$ cat src/rtl/exec_pkg.sv
// Shared encodings for the execute stage: ALU ops, ARM condition codes,
// NZCV bit positions, forward selects and the multiplier FSM states.
package exec_pkg;

    localparam logic [2:0] ALU_ADD = 3'b000;
    localparam logic [2:0] ALU_SUB = 3'b001;
    localparam logic [2:0] ALU_AND = 3'b010;
    localparam logic [2:0] ALU_ORR = 3'b011;
    localparam logic [2:0] ALU_EOR = 3'b100;
    localparam logic [2:0] ALU_MUL = 3'b101;

    localparam logic [3:0] COND_EQ = 4'b0000;
    localparam logic [3:0] COND_NE = 4'b0001;
    localparam logic [3:0] COND_CS = 4'b0010;
    localparam logic [3:0] COND_CC = 4'b0011;
    localparam logic [3:0] COND_MI = 4'b0100;
    localparam logic [3:0] COND_PL = 4'b0101;
    localparam logic [3:0] COND_VS = 4'b0110;
    localparam logic [3:0] COND_VC = 4'b0111;
    localparam logic [3:0] COND_HI = 4'b1000;
    localparam logic [3:0] COND_LS = 4'b1001;
    localparam logic [3:0] COND_GE = 4'b1010;
    localparam logic [3:0] COND_LT = 4'b1011;
    localparam logic [3:0] COND_GT = 4'b1100;
    localparam logic [3:0] COND_LE = 4'b1101;
    localparam logic [3:0] COND_AL = 4'b1110;

    localparam int FLAG_N = 3;
    localparam int FLAG_Z = 2;
    localparam int FLAG_C = 1;
    localparam int FLAG_V = 0;

    localparam logic [1:0] FWD_REG = 2'b00;
    localparam logic [1:0] FWD_W   = 2'b01;
    localparam logic [1:0] FWD_M   = 2'b10;

    typedef enum logic [1:0] {MUL_IDLE, MUL_RUN, MUL_DONE} mulState_t;

    typedef struct packed {
        logic       pcSrc;
        logic       regWrite;
        logic       memtoReg;
        logic       memWrite;
        logic       branch;
        logic       aluSrc;
        logic [1:0] flagWrite;
        logic [2:0] aluControl;
        logic [3:0] cond;
    } ctrl_t;

    function automatic logic condPass(input logic [3:0] cond, input logic [3:0] flags);
        logic n, z, c, v;
        n = flags[FLAG_N];
        z = flags[FLAG_Z];
        c = flags[FLAG_C];
        v = flags[FLAG_V];
        case (cond)
            COND_EQ: return z;
            COND_NE: return ~z;
            COND_CS: return c;
            COND_CC: return ~c;
            COND_MI: return n;
            COND_PL: return ~n;
            COND_VS: return v;
            COND_VC: return ~v;
            COND_HI: return c & ~z;
            COND_LS: return ~c | z;
            COND_GE: return n == v;
            COND_LT: return n != v;
            COND_GT: return ~z & (n == v);
            COND_LE: return z | (n != v);
            default: return 1'b1;
        endcase
    endfunction

endpackage

$ cat src/rtl/iter_mul.sv
// Iterative shift-add multiplier retiring MUL_STEP multiplier bits per cycle;
// only the low WIDTH bits of the product are kept.
module iter_mul
    import exec_pkg::*;
#(
    parameter int WIDTH    = 32,
    parameter int MUL_STEP = 4
) (
    input  logic             clk,
    input  logic             reset,
    input  logic             start,
    input  logic             abort,
    input  logic [WIDTH-1:0] opA,
    input  logic [WIDTH-1:0] opB,
    output logic             busy,
    output logic             done,
    output logic [WIDTH-1:0] product
);
    localparam int STEPS = WIDTH / MUL_STEP;
    localparam int CNT_W = $clog2(STEPS + 1);
    localparam logic [CNT_W-1:0] LAST = CNT_W'(STEPS - 1);

    mulState_t        state;
    logic [CNT_W-1:0] count;
    logic [WIDTH-1:0] mcand, mplier, acc, partial;

    assign partial = mcand * WIDTH'(mplier[MUL_STEP-1:0]);
    assign product = acc;

    always_ff @(posedge clk) begin
        if (reset || abort) begin
            state <= MUL_IDLE;
            count <= '0;
            busy  <= 1'b0;
            done  <= 1'b0;
            acc   <= '0;
        end else begin
            case (state)
                MUL_IDLE: if (start) begin
                    state  <= MUL_RUN;
                    busy   <= 1'b1;
                    count  <= '0;
                    mcand  <= opA;
                    mplier <= opB;
                    acc    <= '0;
                end
                MUL_RUN: begin
                    acc    <= acc + partial;
                    mcand  <= mcand << MUL_STEP;
                    mplier <= mplier >> MUL_STEP;
                    count  <= count + CNT_W'(1);
                    if (count == LAST) begin
                        state <= MUL_DONE;
                        busy  <= 1'b0;
                        done  <= 1'b1;
                    end
                end
                MUL_DONE: begin
                    state <= MUL_IDLE;
                    done  <= 1'b0;
                end
                default: state <= MUL_IDLE;
            endcase
        end
    end

endmodule

$ cat src/rtl/exec_stage.sv
// Execute stage: E pipeline register, forwarding, ALU with NZCV flags,
// ARM condition gating and an iterative multiplier that stalls the pipe.
module exec_stage
    import exec_pkg::*;
#(
    parameter int WIDTH    = 32,
    parameter int ADDR_W   = 4,
    parameter int MUL_STEP = 4
) (
    input  logic              clk,
    input  logic              reset,
    input  logic              stallE,
    input  logic              flushE,
    input  logic              PCSrcD,
    input  logic              RegWriteD,
    input  logic              MemtoRegD,
    input  logic              MemWriteD,
    input  logic              BranchD,
    input  logic              ALUSrcD,
    input  logic [1:0]        FlagWriteD,
    input  logic [2:0]        ALUControlD,
    input  logic [3:0]        CondD,
    input  logic [WIDTH-1:0]  Rd1D,
    input  logic [WIDTH-1:0]  Rd2D,
    input  logic [WIDTH-1:0]  ExtD,
    input  logic [ADDR_W-1:0] WriteAddrD,
    input  logic [1:0]        forwardAE,
    input  logic [1:0]        forwardBE,
    input  logic [WIDTH-1:0]  ALUResultM,
    input  logic [WIDTH-1:0]  ResultW,
    output logic              PCSrcE,
    output logic              RegWriteE,
    output logic              MemtoRegE,
    output logic              MemWriteE,
    output logic              BranchTakenE,
    output logic [WIDTH-1:0]  ALUResultE,
    output logic [WIDTH-1:0]  WriteDataE,
    output logic [ADDR_W-1:0] WriteAddrE,
    output logic [3:0]        FlagsE,
    output logic              busyE
);
    ctrl_t            ctrlD, ctrlE;
    logic [WIDTH-1:0] rd1E, rd2E, extE;
    logic [WIDTH-1:0] opA, opB, nonImmOpB, bEff, aluOut, product;
    logic [WIDTH:0]   sum;
    logic isMulE, isSub, isArith, mulBusy, mulDone, mulConsumed, mulStart;
    logic holdE, condEx, resultValid, gateE, carry, overflow;

    assign ctrlD = '{PCSrcD, RegWriteD, MemtoRegD, MemWriteD, BranchD, ALUSrcD,
                     FlagWriteD, ALUControlD, CondD};

    assign isMulE = ctrlE.aluControl == ALU_MUL;
    // A MUL holds E from its first cycle until DONE so its controls survive;
    // mulConsumed stops a stalled, already-finished MUL from restarting.
    assign holdE    = stallE | (isMulE & ~mulDone & ~mulConsumed);
    assign mulStart = isMulE & ~mulBusy & ~mulDone & ~mulConsumed & ~flushE;

    always_ff @(posedge clk) begin
        if (reset || flushE) begin
            ctrlE      <= '0;
            rd1E       <= '0;
            rd2E       <= '0;
            extE       <= '0;
            WriteAddrE <= '0;
        end else if (!holdE) begin
            ctrlE      <= ctrlD;
            rd1E       <= Rd1D;
            rd2E       <= Rd2D;
            extE       <= ExtD;
            WriteAddrE <= WriteAddrD;
        end
    end

    always_ff @(posedge clk) begin
        if (reset || flushE || !holdE) mulConsumed <= 1'b0;
        else if (mulDone)              mulConsumed <= 1'b1;
    end

    always_comb begin
        case (forwardAE)
            FWD_W:   opA = ResultW;
            FWD_M:   opA = ALUResultM;
            default: opA = rd1E;
        endcase
        case (forwardBE)
            FWD_W:   nonImmOpB = ResultW;
            FWD_M:   nonImmOpB = ALUResultM;
            default: nonImmOpB = rd2E;
        endcase
    end

    assign opB        = ctrlE.aluSrc ? extE : nonImmOpB;
    assign WriteDataE = nonImmOpB;

    assign isSub    = ctrlE.aluControl == ALU_SUB;
    assign isArith  = isSub | (ctrlE.aluControl == ALU_ADD);
    assign bEff     = isSub ? ~opB : opB;
    assign sum      = {1'b0, opA} + {1'b0, bEff} + {{WIDTH{1'b0}}, isSub};
    assign carry    = sum[WIDTH];
    assign overflow = (opA[WIDTH-1] == bEff[WIDTH-1]) & (sum[WIDTH-1] != opA[WIDTH-1]);

    always_comb begin
        case (ctrlE.aluControl)
            ALU_ADD, ALU_SUB: aluOut = sum[WIDTH-1:0];
            ALU_AND:          aluOut = opA & opB;
            ALU_ORR:          aluOut = opA | opB;
            ALU_EOR:          aluOut = opA ^ opB;
            ALU_MUL:          aluOut = product;
            default:          aluOut = '0;
        endcase
    end

    iter_mul #(.WIDTH(WIDTH), .MUL_STEP(MUL_STEP)) uMul (
        .clk     (clk),
        .reset   (reset),
        .start   (mulStart),
        .abort   (flushE),
        .opA     (opA),
        .opB     (opB),
        .busy    (mulBusy),
        .done    (mulDone),
        .product (product)
    );

    assign busyE       = mulBusy;
    assign ALUResultE  = aluOut;
    assign condEx      = condPass(ctrlE.cond, FlagsE);
    // A MUL only counts in its DONE cycle, and not if that cycle is flushed.
    assign resultValid = ~isMulE | (mulDone & ~flushE);
    assign gateE       = condEx & resultValid;

    assign RegWriteE    = ctrlE.regWrite & gateE;
    assign MemWriteE    = ctrlE.memWrite & gateE;
    assign PCSrcE       = ctrlE.pcSrc & gateE;
    assign BranchTakenE = ctrlE.branch & gateE;
    assign MemtoRegE    = ctrlE.memtoReg;

    always_ff @(posedge clk) begin
        if (reset) begin
            FlagsE <= '0;
        end else if (gateE) begin
            if (ctrlE.flagWrite[1]) begin
                FlagsE[FLAG_N] <= aluOut[WIDTH-1];
                FlagsE[FLAG_Z] <= aluOut == '0;
            end
            if (ctrlE.flagWrite[0] && isArith) begin
                FlagsE[FLAG_C] <= carry;
                FlagsE[FLAG_V] <= overflow;
            end
        end
    end

endmodule

$ cat config.mk
export PLATFORM = sky130hd
export DESIGN_NAME = exec_stage
export DESIGN_NICKNAME = d
export VERILOG_FILES = /design/src/rtl/exec_pkg.sv /design/src/rtl/iter_mul.sv /design/src/rtl/exec_stage.sv
export SDC_FILE = /design/constraint.sdc
export NUM_CORES = 1
export LEC_CHECK = 0
export CORE_ASPECT_RATIO = 1.1
export CORE_UTILIZATION = 27
export DETAILED_ROUTE_END_ITERATION = 16
export MAX_ROUTING_LAYER = met4
export SLEW_MARGIN = 20
export SYNTH_ARGS = -nofsm -noshare
export SYNTH_HDL_FRONTEND = slang
export SYNTH_SLANG_ARGS = --single-unit
$ cat constraint.sdc
create_clock -name clk -period 7.8 [get_ports clk]
set_input_delay 1.17 -clock clk [delete_from_list [all_inputs] [get_ports clk]]
set_output_delay 1.17 -clock clk [all_outputs]
set_load 0.005 [all_outputs]
* After elaboration in Yosys (flattened, before gate mapping)
Index checks and enable logic that the tools add are counted.
Widths: inputs -> output; s select.
** Operators by class
- Order comparisons :: 0
- Eq/ne operators :: 31
- $add $sub $neg :: 4
- Bitwise operators :: 34
- Shift operators :: 0
- Divide/modulo/power cells :: 0
- Multiplexer cells :: 22
- Reductions and logical operators :: 18
- Multipliers :: 1
** Operator list (number)
- $pmux 32 s2 :: 5
- $mux 32 :: 5
- $pmux 32 s5 :: 1
- $add 32x32->33 :: 1
- $add 33x1->33 :: 1
- $add 32x32->32 :: 1
- $and 32x32->32 :: 1
- $logic_not 32->1 :: 1
- $mul 32x4->32 :: 1
- $not 32->32 :: 1
- $or 32x32->32 :: 1
- $xor 32x32->32 :: 1
- $eq 4x4->1 const B :: 6
- $eq 4x3->1 const B :: 5
- $and 1x1->1 :: 15
- $pmux 1 s14 :: 1
- $not 1->1 :: 10
- $reduce_and 2->1 :: 5
- $eq 4x2->1 const B :: 2
- $pmux 4 s2 :: 1
- $eq 2x1->1 const B :: 3
- $eq 2x2->1 const B :: 3
- $eq 3x2->1 const B :: 2
- $eq 3x3->1 const B :: 2
- 22 further kinds :: 35
** Storage, ports and cells
- Bits in latches :: 0
- RAM bits :: 0
- Register bits after elaboration :: 224
- Output and inout port bits :: 78
- Memories kept :: 0
- Input port bits :: 187
- Word-level logic and storage cells :: 133
- Memory bits (read-only) :: 0

* Logic depth before layout (Yosys ltp)
- Word-level depth :: 9
- Gate-level depth with buffers :: 22
- Gate-level depth less buffers :: 20

* Modules after synthesis
Synthesis repeated with hierarchy kept, for this count alone.
** Second synthesis, totals
- Cell total of the unflattened synthesis :: 2540
- Area, all modules :: 19267.2 µm²
** By module, submodules not included
- exec_stage :: seq. area each 2402.3 µm², cells each 1569, area each 10649.0 µm², instances 1
- iter_mul :: seq. area each 2722.6 µm², cells each 971, area each 8618.3 µm², instances 1

* Worst setup path before layout
Ideal clock, no wire load.
- Kind :: in2out
- Start :: input forwardBE[0]
- End :: output ALUResultE[31]
- Path buffers :: 2
- Path slack :: 1.574 ns
- Stages :: 20
- Data arrival time :: 5.056 ns
- Cell sequence :: inv_1 ha_1 buf_2 clkbuf_1 nor2_1 a21oi_1 o21a_1 inv_1 xnor2_1 ha_1 nand2_1 or4_1 mux2_4 nor4_4 o21a_1 o211a_1 nor2_1 a211o_1 xor2_1 o221ai_2
** Between the ends
- Cells in the longest elaborated chain, start to end :: 8
** Ends and longest elaborated chain
- from (decl) :: RTL line exec_stage.sv:28 : input logic [1:0] forwardBE,
- $eq 2x2->1 / $eq 2x1->1 (equally long branches) :: RTL line exec_stage.sv:85 : case (forwardBE)
- $pmux 32 s2 * :: RTL line exec_stage.sv:85
- $mux 32 * :: RTL line exec_stage.sv:92 : assign opB = ctrlE.aluSrc ? extE : nonImmOpB;
- $not 32->32 :: RTL line exec_stage.sv:97 : assign bEff = isSub ? ~opB : opB;
- $mux 32 :: RTL line exec_stage.sv:97
- $add 32x32->33 :: RTL line exec_stage.sv:98 : assign sum = {1'b0, opA} + {1'b0, bEff} + {{WIDTH{1'b0}}, isSub};
- $add 33x1->33 :: RTL line exec_stage.sv:98
- $pmux 32 s5 * :: RTL line exec_stage.sv:103 : case (ctrlE.aluControl)
- to (decl) :: RTL line exec_stage.sv:36 : output logic [WIDTH-1:0] ALUResultE,
Mark *: on every way between the ends. The rest lies on a longest branch, timed or not.

* Worst setup path after layout
- Start :: input forwardAE[0]
- End :: output ALUResultE[28]
** Between the ends
- Cells in the longest elaborated chain, start to end :: 5
** Ends and longest elaborated chain
- from (decl) :: RTL line exec_stage.sv:27 : input logic [1:0] forwardAE,
- $eq 2x2->1 / $eq 2x1->1 (equally long branches) :: RTL line exec_stage.sv:80 : case (forwardAE)
- $pmux 32 s2 * :: RTL line exec_stage.sv:80
- $add 32x32->33 :: RTL line exec_stage.sv:98
- $add 33x1->33 :: RTL line exec_stage.sv:98
- $pmux 32 s5 * :: RTL line exec_stage.sv:103
Marked as above.

==> results.yml <==
synthesis:
  synth_top_area_share_pct: 17.2
  syn_area_um2: 18600
  async_reset_ff_share_pct: 0
  synthMuxAreaShare_pct: 1.72
  ys_ff_latch: 224
  yosys_warnings: 0
  syn_inst: 2387
  synth.area.top_cells: "dfxtp_1, edfxtp_1, fa_1"
  synthXorXnorAreaFrac_pct: 3.66
  syn_area_per_cell_um2: 7.81
  synth_edf_count: 64
  synthAdderAreaFrac_pct: 18.4
  ys_seq_area_share_pct: 27.5
  synthSimpleGateAreaFrac_pct: 19.0
  synth_cell_types: 77
  synth_top_cell_by_area: "dfxtp_1"
  synth_top_family_by_area: "compound AO/OA/AOI/OAI gates"
  synth_compound_area_share_pct: 22.1
  syn-num-nets: 2796
  ys.flop_type: "dfxtp_1"
global_route:
  grt_pass1_wl_um: 99100
  antenna_found_initial: 1
  grt_util_all_layers_pct: 18.6
  grt_pass1_vias: 17000
  gr-total-overflow: 0
  grt_max_degree: 87
timing:
  drv_slew: 0
  finalHoldViolCount: 0
  clock_skew_ns: 0.0148
  fin_crit_sh_pct: 96.8
  slew_headroom_pct: 32.0
  max_freq_ghz: 0.132
  worstMarginPinSlew_ns: 1.02
  setup_viol: 0
  finalCriticalPeriod_ns: 7.55
  rsz0062_at_grt: "false"
  setup_tns_ns: 0
clock_network:
  ctsRootBufferMaster: "clkbuf_16"
  postCtsHoldBufs: 0
  cts.sinks: 224
  cts-buffers-inserted: 27
  cts_tree: "yes"
  clockBufferDepth: 3
  clk_pin_slew_ns: 0.06
  cts.htree.levels: 1
  clock_latency_ns: 0.56
die:
  die_area_um2: 70100
  fp.dieH_um: 278
  start_util_pct: 27.4
  core_um2: 67900
  fp.dieW_um: 253
  rows: 100
  ios: 265
finish:
  areaGrowthSynthToFinish_pct: 25.0
  fin_nets: 3005
  multi_input_area_um2: 12200
  layout_common_cells: "nand2_1, a21oi_1, clkdlybuf4s50_1"
  final_cell_area_um2: 23300
  seqCellArea_um2: 5130
  layout.filler_cells: 7195
  drive_gt1_share_pct: 5.35
  final_common_cell: "nand2_1"
drt:
  first_iter_violations: 1245
  drc: 0
  routed_via_density: 4.92
  wire_per_inst_um: 18.3
  ant_nets: 0
  first_pass_iters: 5
  routed_wl_um: 64600
  via_count: 17400
setup_path:
  cp_slowest_cell: "ha_2"
  path_delay_family: "buffers and inverters"
  reg2reg_slack_ns: 1.64
  cp_max_fo: 22
  path_cells: "clkdlybuf4s50_1 -> inv_1 -> ha_2 -> buf_4 -> buf_4 -> nor2_1 -> a21oi_1 -> inv_1 -> ha_1 -> nand3_1 -> or4_1 -> a211oi_2 -> or4_1 -> a31oi_1 -> xnor2_1 -> a21o_1 -> clkdlybuf4s50_1"
  crit_arrival_ns: 6.38
  max_stage_delay_ns: 0.56
  endpoint_kind: "output pin"
  worst-path-buf-inv: 6
  start_kind: "input port"
  criticalPathCategory: "input port to output pin"
  required_ns: 6.63
power_and_ir_drop:
  ir_drop_uv: 121
  leakagePower_nw: 9.94
  p_per_area_nw_per_um2: 147
run:
  maxCapViolations: 0
hold_path:
  hp-class: "flop to flop"
status:
  status: "finished clean"
place:
  dp_hpwl_um: 50500
  port_buffers: 264
  gp_congestion: 0.906
  dpl_cell_area_um2: 22400
[state kept, by name (all words and copies together), names as in the netlist]
name          cells
mulConsumed       1
uMul.mcand       32
ctrlE            14
rd2E             32
uMul.done         1
uMul.count        4
uMul.mplier      32
WriteAddrE        4
uMul.product     32
FlagsE            4
rd1E             32
uMul.state        2
uMul.busy         1
extE             32
MemtoRegE         1
[worst min-delay path, cell delays in order, from the launching register on]
cell     delay, ns
dfxtp_1       0.31
nand2_1       0.05
a21oi_1       0.05
[synthesized netlist by cell type (all sizes together) (37+ instances only)]
cell and number:
o21ai 73, ha 135, a22oi 71, clkbuf 121, edfxtp 64, and2 73
fa 87, dfxtp 160, a21oi 298, nand2 404, o21a 37, nor2 177
inv 233, nand3 37, xnor2 60
[path summary, 6_finish.rpt]
kind	start	endpoint	depth (start not counted)
setup / recovery	forwardAE[0]	ALUResultE[28]	17
hold / removal	ctrlE[10]	ctrlE[10]	2
setup reg to reg	uMul.mplier[2]	uMul.product[31]	17
hold reg to reg	ctrlE[10]	ctrlE[10]	2
[timing repair]
| action | CTS | global route |
|---|---|---|
| hold endpoints to repair | 0 | 0 |
| setup endpoints to repair | 0 | 7 |
| resized for setup | 0 | 5 |
| setup buffers | 0 | 0 |
[metal layers]
layer	vias to the layer above	GRT usage (%)	wire, um
met5	-	-	0
met1	8201	23.5	28700
met3	116	2.44	3680
met4	0	7.72	2880
met2	549	29.6	29300
li1	8532	-	-
[per-stage QoR]
stage	utilization, %	std cells	setup WS, ns	total power [W]	hold slack, ns
detailed placement	32.9	3484	0.113	0.00216	0.448
finish	34.3	3534	0.253	0.00344	0.454
CTS	34.2	3532	0.0993	0.00346	0.456
floorplan	-	2387	1.57	0.00172	0.436
global placement	32.9	3484	0.121	0.00216	0.443
global route	34.3	3534	0.0101	0.00358	0.471
[cell families after synthesis]
kind of cell    after synthesis
fa+ha+maj                   222
flops                       224
xor+xnor                     78
buf+inv                     375
mux                          30
simple gates                800
compound gates              658
[final cells by class]
class | count | area share [%]
Timing Repair Buffer | 322 | 13.3
Clock inverter | 7 | 0.295
Sequential cell | 224 | 22.0
Clock buffer | 41 | 3.47
Inverter | 233 | 3.75
Multi-Input combinational cell | 1788 | 52.3
Antenna cell | 1 | 0.0107
Tap cell | 918 | 4.93
[power by group]
part	switching [W]	internal, W	leakage, nW
Sequential	0.0000161	0.00122	1.87
Clock	0.000541	0.000746	0.435
Combinational	0.000507	0.000406	7.63
Total	0.00106	0.00237	9.94
No activity file was read; power rests on OpenSTA's default activity.
